<file path="config.mk">
export PLATFORM = sky130hd
export DESIGN_NAME = uart_tx_serializer_flat
export DESIGN_NICKNAME = d
export VERILOG_FILES = /design/src/rtl/uart_tx_serializer_if.sv /design/src/rtl/uart_tx_serializer.sv /design/src/flat_wrapper.sv
export SDC_FILE = /design/constraint.sdc
export NUM_CORES = 1
export LEC_CHECK = 0
export ABC_AREA = 1
export CAP_MARGIN = 30
export CORE_UTILIZATION = 55
export DETAILED_ROUTE_END_ITERATION = 12
export PLACE_DENSITY_LB_ADDON = 0.12
export SYNTH_ARGS = -nofsm -noshare
export SYNTH_HDL_FRONTEND = slang
export SYNTH_SLANG_ARGS = --single-unit
</file>
<file path="constraint.sdc">
create_clock -name clk -period 5.3 [get_ports clk]
set_clock_uncertainty 0.2 [all_clocks]
set_input_delay 0.795 -clock clk [delete_from_list [all_inputs] [get_ports clk]]
set_output_delay 0.795 -clock clk [all_outputs]
set_load 0.02 [all_outputs]
</file>
<file path="src/rtl/uart_tx_serializer_if.sv">
// Host-side bus of the UART transmit serializer: word/config handshake plus line and status.
interface uart_tx_serializer_if #(
  parameter int MAX_DATA = 9,
  parameter int LEN_W    = 4,
  parameter int DIV_W    = 16
);
  logic [MAX_DATA-1:0] in_data;
  logic                in_valid;
  logic                in_ready;
  logic [LEN_W-1:0]    data_len;
  logic [1:0]          parity_type;
  logic                stop_bits;
  logic [DIV_W-1:0]    baud_div;
  logic                tx;
  logic                busy;
  logic                done;

  modport master (
    output in_data, in_valid, data_len, parity_type, stop_bits, baud_div,
    input  in_ready, tx, busy, done
  );

  modport slave (
    input  in_data, in_valid, data_len, parity_type, stop_bits, baud_div,
    output in_ready, tx, busy, done
  );
endinterface

</file>
<file path="src/rtl/uart_tx_serializer.sv">
// UART transmit engine: latches word and frame config on accept, then drives
// start, LSB-first data, optional parity and 1/2 stop bits at baud_div+1 clocks per bit.
module uart_tx_serializer #(
  parameter int MAX_DATA = 9,
  parameter int LEN_W    = 4,
  parameter int DIV_W    = 16
) (
  input logic             clk,
  input logic             rst,
  uart_tx_serializer_if.slave s
);

  typedef enum logic [2:0] {IDLE, START, DATA, PARITY, STOP} state_t;

  function automatic logic [LEN_W-1:0] clamp_len(input logic [LEN_W-1:0] l);
    if (l < LEN_W'(5))             return LEN_W'(5);
    else if (l > LEN_W'(MAX_DATA)) return LEN_W'(MAX_DATA);
    else                           return l;
  endfunction

  // Parity covers only the bits that will actually be sent.
  function automatic logic calc_parity(input logic [MAX_DATA-1:0] d,
                                       input logic [LEN_W-1:0]    l,
                                       input logic                odd);
    logic p;
    p = 1'b0;
    for (int i = 0; i < MAX_DATA; i++)
      if (i < int'(l)) p = p ^ d[i];
    return p ^ odd;
  endfunction

  state_t              state_q, state_d;
  logic [DIV_W-1:0]    cnt_q, cnt_d;
  logic [DIV_W-1:0]    div_q, div_d;
  logic [LEN_W-1:0]    bit_q, bit_d;
  logic [LEN_W-1:0]    len_q, len_d;
  logic                stop_q, stop_d;
  logic                two_stop_q, two_stop_d;
  logic                par_en_q, par_en_d;
  logic [MAX_DATA-1:0] data_q, data_d;
  logic                par_bit_q, par_bit_d;
  logic                tx_q, tx_d;
  logic                rdy_q, rdy_d;
  logic                busy_q, busy_d;
  logic                done_q, done_d;
  logic                period_end;
  logic [LEN_W-1:0]    acc_len;

  always_comb begin
    state_d    = state_q;
    cnt_d      = cnt_q;
    div_d      = div_q;
    bit_d      = bit_q;
    len_d      = len_q;
    stop_d     = stop_q;
    two_stop_d = two_stop_q;
    par_en_d   = par_en_q;
    data_d     = data_q;
    par_bit_d  = par_bit_q;
    period_end = (cnt_q == div_q);
    acc_len    = clamp_len(s.data_len);

    case (state_q)
      IDLE: begin
        if (s.in_valid && rdy_q) begin
          state_d    = START;
          cnt_d      = '0;
          bit_d      = '0;
          stop_d     = 1'b0;
          div_d      = s.baud_div;
          len_d      = acc_len;
          two_stop_d = s.stop_bits;
          par_en_d   = (s.parity_type == 2'b01) || (s.parity_type == 2'b10);
          data_d     = s.in_data;
          par_bit_d  = calc_parity(s.in_data, acc_len, s.parity_type == 2'b01);
        end
      end
      START: begin
        if (period_end) begin
          state_d = DATA;
          cnt_d   = '0;
        end else begin
          cnt_d = cnt_q + DIV_W'(1);
        end
      end
      DATA: begin
        if (period_end) begin
          cnt_d = '0;
          if (bit_q == len_q - LEN_W'(1)) begin
            state_d = par_en_q ? PARITY : STOP;
            stop_d  = 1'b0;
          end else begin
            bit_d = bit_q + LEN_W'(1);
          end
        end else begin
          cnt_d = cnt_q + DIV_W'(1);
        end
      end
      PARITY: begin
        if (period_end) begin
          state_d = STOP;
          cnt_d   = '0;
          stop_d  = 1'b0;
        end else begin
          cnt_d = cnt_q + DIV_W'(1);
        end
      end
      STOP: begin
        if (period_end) begin
          cnt_d = '0;
          if (stop_q == two_stop_q) state_d = IDLE;
          else                      stop_d  = 1'b1;
        end else begin
          cnt_d = cnt_q + DIV_W'(1);
        end
      end
      default: state_d = IDLE;
    endcase

    // Outputs are registered from the next-state view so they line up with the state they describe.
    tx_d = 1'b1;
    case (state_d)
      START:   tx_d = 1'b0;
      DATA:    tx_d = data_d[bit_d];
      PARITY:  tx_d = par_bit_d;
      default: tx_d = 1'b1;
    endcase
    rdy_d  = (state_d == IDLE);
    busy_d = (state_d != IDLE);
    done_d = (state_d == STOP) && (stop_d == two_stop_d) && (cnt_d == div_d);
  end

  always_ff @(posedge clk or negedge rst) begin
    if (!rst) begin
      state_q    <= IDLE;
      cnt_q      <= '0;
      div_q      <= '0;
      bit_q      <= '0;
      len_q      <= LEN_W'(5);
      stop_q     <= 1'b0;
      two_stop_q <= 1'b0;
      par_en_q   <= 1'b0;
      tx_q       <= 1'b1;
      rdy_q      <= 1'b1;
      busy_q     <= 1'b0;
      done_q     <= 1'b0;
    end else begin
      state_q    <= state_d;
      cnt_q      <= cnt_d;
      div_q      <= div_d;
      bit_q      <= bit_d;
      len_q      <= len_d;
      stop_q     <= stop_d;
      two_stop_q <= two_stop_d;
      par_en_q   <= par_en_d;
      tx_q       <= tx_d;
      rdy_q      <= rdy_d;
      busy_q     <= busy_d;
      done_q     <= done_d;
    end
  end

  always_ff @(posedge clk) begin
    data_q    <= data_d;
    par_bit_q <= par_bit_d;
  end

  assign s.tx       = tx_q;
  assign s.in_ready = rdy_q;
  assign s.busy     = busy_q;
  assign s.done     = done_q;

endmodule

</file>
<file path="src/flat_wrapper.sv">
// flat-port wrapper written by rule: the top's interface ports become plain ports
module uart_tx_serializer_flat 
#(
  parameter int MAX_DATA = 9,
  parameter int LEN_W    = 4,
  parameter int DIV_W    = 16
)
  (clk, rst, s_in_data, s_in_valid, s_data_len, s_parity_type, s_stop_bits, s_baud_div, s_in_ready, s_tx, s_busy, s_done);
  uart_tx_serializer_if #(.MAX_DATA(MAX_DATA), .LEN_W(LEN_W), .DIV_W(DIV_W)) s_i ();
  input logic clk;
  input logic rst;
  input wire logic [$bits(s_i.in_data)-1:0] s_in_data;
  input wire logic [$bits(s_i.in_valid)-1:0] s_in_valid;
  input wire logic [$bits(s_i.data_len)-1:0] s_data_len;
  input wire logic [$bits(s_i.parity_type)-1:0] s_parity_type;
  input wire logic [$bits(s_i.stop_bits)-1:0] s_stop_bits;
  input wire logic [$bits(s_i.baud_div)-1:0] s_baud_div;
  output wire logic [$bits(s_i.in_ready)-1:0] s_in_ready;
  output wire logic [$bits(s_i.tx)-1:0] s_tx;
  output wire logic [$bits(s_i.busy)-1:0] s_busy;
  output wire logic [$bits(s_i.done)-1:0] s_done;
  assign s_i.in_data = s_in_data;
  assign s_i.in_valid = s_in_valid;
  assign s_i.data_len = s_data_len;
  assign s_i.parity_type = s_parity_type;
  assign s_i.stop_bits = s_stop_bits;
  assign s_i.baud_div = s_baud_div;
  assign s_in_ready = s_i.in_ready;
  assign s_tx = s_i.tx;
  assign s_busy = s_i.busy;
  assign s_done = s_i.done;
  uart_tx_serializer #(.MAX_DATA(MAX_DATA), .LEN_W(LEN_W), .DIV_W(DIV_W)) u_core (.clk(clk), .rst(rst), .s(s_i));
endmodule
</file>
# Word level (Yosys, flattened, before mapping)
# Cells that the tools add are included.
# classes
n_eq_ne	15
mul	0
bitwise	9
n_reduce_logical	9
n_addsub	3
mux	63
order_cmp	12
div_mod_pow	0
shifts	0
# op_table
operator	count
$mux 16	4
$mux 1	38
$eq 16x16->1	2
$pmux 16 s2	1
$mux 3	8
$mux 4	5
$mux 9	2
$add 16x1->16 const B	1
$lt 3x4->1 const A	4
$pmux 3 s5	1
$eq 3x2->1 const B	4
$xor 1x1->1	9
$lt 1x4->1 const A	2
$lt 2x4->1 const A	2
$pmux 4 s2	1
$eq 3x1->1 const B	2
$eq 3x3->1 const B	2
$logic_not 3->1	2
$lt 4x5->1 const B	1
$add 4x1->4 const B	1
$bmux 1 s4	1
$eq 4x4->1	1
$gt 4x4->1 const B	1
$lt 4x3->1 const B	1
12 further kinds	15
# word_totals
regBits	60
latchBits	0
memories	0
ramBits	0
word_cells	125
input_bits	35
rom_bits	0

# Logic depth before layout (Yosys ltp)
# depth
ltp_word	43
mapped_depth	21
mapped_depth_nobuf	21

# Worst setup path before layout
# Ideal clock, no wire load.
# synth_path
kind	reg-to-reg
start	register u_core.len_q[0]
end	register u_core.tx_q (netlist: u_core.s.tx)
path_slack_ps	2984
synth_period_minus_slack_ps	2316
t_required_ps	5024
stages_incl_launch_ff	19
arrival_ps	2039
setup_time_ps	76
path_cell_list	dfstp_2 inv_1 ha_1 or2_0 nand3_1 nor2_2 nand2_2 nand2_1 nand2_1 nand2_1 nand3_2 nand2_4 nand2_1 nand2_1 nand3_1 nand2_1 nand2_1 nand3_1 nand2_1
# synth_via
elab_chain_len	8
word_cells_on_any_way	14
classes_between	add/sub: 1; eq/ne: 4; mux: 9
# synth_lines
element	line_no	source
from (decl)	uart_tx_serializer.sv:36	logic [LEN_W-1:0] len_q, len_d;
from (signal assigned)	uart_tx_serializer.sv:152	len_q <= len_d;
$sub 4x1->4	uart_tx_serializer.sv:89	if (bit_q == len_q - LEN_W'(1)) begin
$eq 4x4->1	uart_tx_serializer.sv:89	
$mux 4	uart_tx_serializer.sv:89	
$mux 4	uart_tx_serializer.sv:87	if (period_end) begin
$pmux 4 s2	uart_tx_serializer.sv:63	case (state_q)
net u_core.bit_d[0]	uart_tx_serializer.sv:35	logic [LEN_W-1:0] bit_q, bit_d;
$bmux 1 s4	uart_tx_serializer.sv:124	DATA: tx_d = data_d[bit_d];
$mux 1 (implied by the code)	uart_tx_serializer.sv:124	
$pmux 1 s3	uart_tx_serializer.sv:122	case (state_d)
net u_core.tx_d	uart_tx_serializer.sv:42	logic tx_q, tx_d;
to (signal assigned)	uart_tx_serializer.sv:156	tx_q <= tx_d;
to (decl)	uart_tx_serializer.sv:42	
# The timed path passes the listed nets, and every way through them passes these cells. The select of a mux whose other input is x is not followed.
# A chain may end at the register's enable or synchronous reset.

# Worst setup path after layout
# layout_path
start	input s_in_valid
end	register u_core.done_q (netlist: u_core.s.done)
# layout_via
word_cells_on_any_way	16
classes_between	eq/ne: 3; mux: 10; reduce/logical: 3
# layout_rtl
element	line_no	source
from (decl)	flat_wrapper.sv:13	input wire logic [$bits(s_i.in_valid)-1:0] s_in_valid;
$logic_and 1x1->1	uart_tx_serializer.sv:65	if (s.in_valid && rdy_q) begin
$mux 16	uart_tx_serializer.sv:65	
$mux 16	uart_tx_serializer.sv:63	
net u_core.div_d[1]	uart_tx_serializer.sv:34	logic [DIV_W-1:0] div_q, div_d;
$eq 16x16->1	uart_tx_serializer.sv:130	done_d = (state_d == STOP) && (stop_d == two_stop_d) && (cnt_d == div_d);
$logic_and 1x1->1	uart_tx_serializer.sv:130	
net u_core.done_d	uart_tx_serializer.sv:45	logic done_q, done_d;
to (signal assigned)	uart_tx_serializer.sv:159	done_q <= done_d;
to (decl)	uart_tx_serializer.sv:45	
# The timed path passes the listed nets, and every way through them passes these cells.

==> results.txt <==
The core region is about 6900 um2. The leakage dissipation is 2.37 nW. The critical path endpoint category is a flip-flop. The pin count of the biggest net entering global routing is 51. The chip width is 86.8 um. The half-perimeter wire length after placement came out at 7090 um.

The wire length per cell after detailed routing came out at about 13 um. The CTS tree is done. After clock tree synthesis, the clock-pin slew on the worst setup and hold paths is 70 ps.

The critical path in this run is classified as in -> reg. The min-delay analysis places its worst path in the category reg -> reg. From synthesis to final layout, the design area changed by 15.9%. The number of filler cells placed in the layout is 627. The type of origin of the critical path is an input pin.

At the end of routability-driven placement, the weighted congestion stood at just under 0.9. The data required time at the worst endpoint is approximately 5400 ps. The final-report hold violation count came out at 0. The cell area after technology mapping came out at a little under 4000 um2.

The final critical-path setup slack came out at about 2200 ps. The global router's overall resource usage came out at between 20 and 30%. The time the final worst path needs with I/O delays and setup is roughly 3100 ps.

The number of register bits inferred by synthesis is 60. The post-synthesis average cell area came out at slightly below 7 um2. The flow ran to the end, and the final reports show no timing, DRC or antenna violations.

The global-route congestion overflow total came out at 0. The number of DRC markers after the initial detailed-route iteration is 254. The first-pass detailed-route iteration total is 5. In this run, the combinational gates consume just under 6% of the power.

Once the clock tree was built, the resizer swapped 0 gates to a different size. The initial core utilization came out at a little under three fifths. Ranked by total cell area, the synthesized netlist is headed by sky130_fd_sc_hd__dfrtp_1 29%, sky130_fd_sc_hd__nand2_1 20%, sky130_fd_sc_hd__inv_1 6.7%, sky130_fd_sc_hd__nand3_1 6.6%, sky130_fd_sc_hd__dfxtp_1 5.1%.

The worst relative slew slack came out at a little under three fifths. The post-route netlist has between 10% and 20% of its cells at a drive strength greater than 1. The number of vias in the routed layout came out at roughly 3700. Input and output buffers added on the ports amount to 38.

IR analysis of the VDD net gives a maximum drop of 0.135 mV. The number of instances in the synthesized netlist is roughly 580. For this design the total switching power over the nets is slightly above 0.2 mW. The clock share of power is 44.0%. No sink is reached through more buffers than the 2 on the longest clock path.

The internal power consumption is 0.708 mW. The maximum frequency from static timing analysis is 326 MHz. The count of unresolved DRC violations after routing came out at 0. At the later pin of the worst-skew pair, clock insertion delay measures between 300 and 400 ps. The worst path uses 57.9% of the clock period. The number of global-route vias before repair came to 3492. The end-of-flow core utilization is 66.8%.

For this run, the slowest stage of the critical path takes roughly 400 ps. The count of warnings emitted by yosys came out at 0. The height of the chip came out at 86.8 um. The total wire length came out at around 9600 um. The number of nets handed over by synthesis was 619. The sequential cell area fraction in the yosys report came out at ~37%. The power density over the cells is approximately 200 nW/um2. The per-cell via count in the routed design came out at between 5 and 6. The floorplan has 30 rows. The cell family with the largest share of critical-path delay is buffers and inverters. The clock sink count came out at 60.

Among all flip-flop cells after synthesis, the most frequent one is sky130_fd_sc_hd__dfrtp_1. Of all flip-flops after synthesis, the portion carrying an async set or reset was a little over four fifths. OpenSTA, run right after detailed placement, puts the worst setup slack at roughly 1900 ps. The total of hold buffers inserted after clock tree synthesis is 0. In the layout the commonest cells are 206 x sky130_fd_sc_hd__nand2_1, 71 x sky130_fd_sc_hd__inv_1, 52 x sky130_fd_sc_hd__nand3_1, 46 x sky130_fd_sc_hd__dfrtp_1, 37 x sky130_fd_sc_hd__clkdlybuf4s50_1.

Leaving out fill and tap cells, the most frequent cell in the layout is sky130_fd_sc_hd__nand2_1. Setup violations remaining at the end of the flow were counted as 0. Setup repair after global routing left no endpoint under its margin. The final hold slack is around 260 ps. The critical path contains buffers and inverters numbering 5 combined. The data arrival time at the worst-slack endpoint is approximately 3200 ps. The H-tree depth came out at 3.

The worst-margin pin slew is approximately 650 ps. The initial antenna violation count is 0. The number of diodes added for antenna fixing is 0. Across the run, the number of max-cap violations was 0. The number of different library cells in the post-synthesis netlist is 40. The total die area came out at about 7500 um2.

The largest fanout on the critical path is 39. The share of Yosys cell area claimed by the top area cell type came out at between 20% and 30%. The number of buffers inserted to repair setup after CTS is 0. The net total in the final layout is about 660. The number of CTS-inserted buffers came out at 9. The fraction of power spent switching nets came out at around 22%. Traced cell by cell, the critical path runs through clkdlybuf4s50_1, nand2_1, inv_1, nand2_2, buf_4, inv_2, or2_2, o21ai_1, inv_1, nand3_1, nand2_1, nor2_1, nand2_1, nor2_1, nand3_1, nor2_1. The sum of negative setup slack came out at 0 ps. The top cell type by total area after synthesis is sky130_fd_sc_hd__dfrtp_1. The number of nets with antenna violations after routing came out at 0. The number of max-slew violations in the final report came out at 0. The tree is rooted in a sky130_fd_sc_hd__clkbuf_8. Among all stages on the critical path, the largest delay is contributed by sky130_fd_sc_hd__clkdlybuf4s50_1. The first-pass GRT wire length is between 15000 and 20000 um.

The sequential group share of total power is around 50%. The number of enable-type register cells in the synthesized netlist is 0. During I/O placement, the number of pins put on the boundary was 39.
==> path summary, 6_finish.rpt <==
check	startpoint	end	slack, ps	cells after the start
setup / recovery	s_in_valid	u_core.s.done	2230	16
hold / removal	u_core.data_q[1]	u_core.data_q[1]	260	2
setup reg to reg	u_core.state_q[0]	u_core.s.done	2540	16
hold reg to reg	u_core.data_q[1]	u_core.data_q[1]	260	2
max in group asynchronous	rst	u_core.len_q[1]	4110	2
min in group asynchronous	rst	u_core.cnt_q[10]	360	2
==> area by class of cell <==
class                      count  area [um2]  area share, %
multi-input combinational    424        2110           46.1
tap                           96         120           2.62
clock buffer                  15         186           4.07
inverter                      84         315           6.88
timing repair buffer          40         390           8.51
clock inverter                 1        5.00          0.109
sequential                    60        1460           31.8
==> kinds of logic (layout without fill, tap and decap cells) <==
logic type	after synthesis	count (layout)	synth area share [%]
AO/OA/AOI/OAI	50	50	7.34
adder cells (fa/ha/maj)	5	5	1.58
buffers and inverters	95	140	9.80
flip-flops	60	60	36.8
AND/OR/NAND/NOR	344	344	38.9
XOR/XNOR	25	25	5.53
==> flip-flops by register name (all words and copies together), names as in the netlist <==
register           flops
u_core.cnt_q          16
u_core.two_stop_q      1
u_core.s.in_ready      1
u_core.data_q          9
u_core.stop_q          1
u_core.s.done          1
u_core.par_bit_q       1
u_core.bit_q           4
u_core.state_q         3
u_core.div_q          16
u_core.s.busy          1
u_core.par_en_q        1
u_core.s.tx            1
u_core.len_q           4
==> power by group through the flow <==
stage                     Combinational, mW  Sequential, mW  Clock, mW
final                                0.0538           0.457      0.400
after global routing                 0.0582           0.456      0.425
after CTS                            0.0543           0.457      0.404
after detailed placement             0.0541           0.466          0
after global placement               0.0532           0.466          0
after floorplan                      0.0146           0.466          0
==> Yosys cell counts (10+ instances only) <==
master and instances:
sky130_fd_sc_hd__nor2_1 32, sky130_fd_sc_hd__xor2_1 11, sky130_fd_sc_hd__nor2_2 13, sky130_fd_sc_hd__xnor2_1 14, sky130_fd_sc_hd__dfxtp_1 10, sky130_fd_sc_hd__nand2_1 206, sky130_fd_sc_hd__nand3_1 52, sky130_fd_sc_hd__inv_2 12
sky130_fd_sc_hd__o21ai_1 15, sky130_fd_sc_hd__inv_1 71, sky130_fd_sc_hd__o21ai_0 19, sky130_fd_sc_hd__dfrtp_1 46
==> metal layers <==
layer / vias up / routed length, um / GRT usage, %
met5: - / 0 / 0
met1: 1696 / 4480 / 36.9
met3: 23 / 543 / 4.57
met2: 112 / 4350 / 45.0
li1: 1891 / - / -
met4: 0 / 228 / 12.3
==> per-stage QoR <==
stage / area, um2 / cells / power [mW]
after floorplan: 3960 / 579 / 0.480
after global placement: 4390 / 704 / 0.519
after detailed placement: 4390 / 704 / 0.520
after CTS: 4590 / 720 / 0.915
after global routing: 4590 / 720 / 0.939
final: 4590 / 720 / 0.911
==> tightest hold or removal path: stages, from the launching register on <==
cell and delay, ps:
sky130_fd_sc_hd__dfxtp_1 310, sky130_fd_sc_hd__nand2_1 50, sky130_fd_sc_hd__nand2_1 70
(Power assumes the default switching activity.)
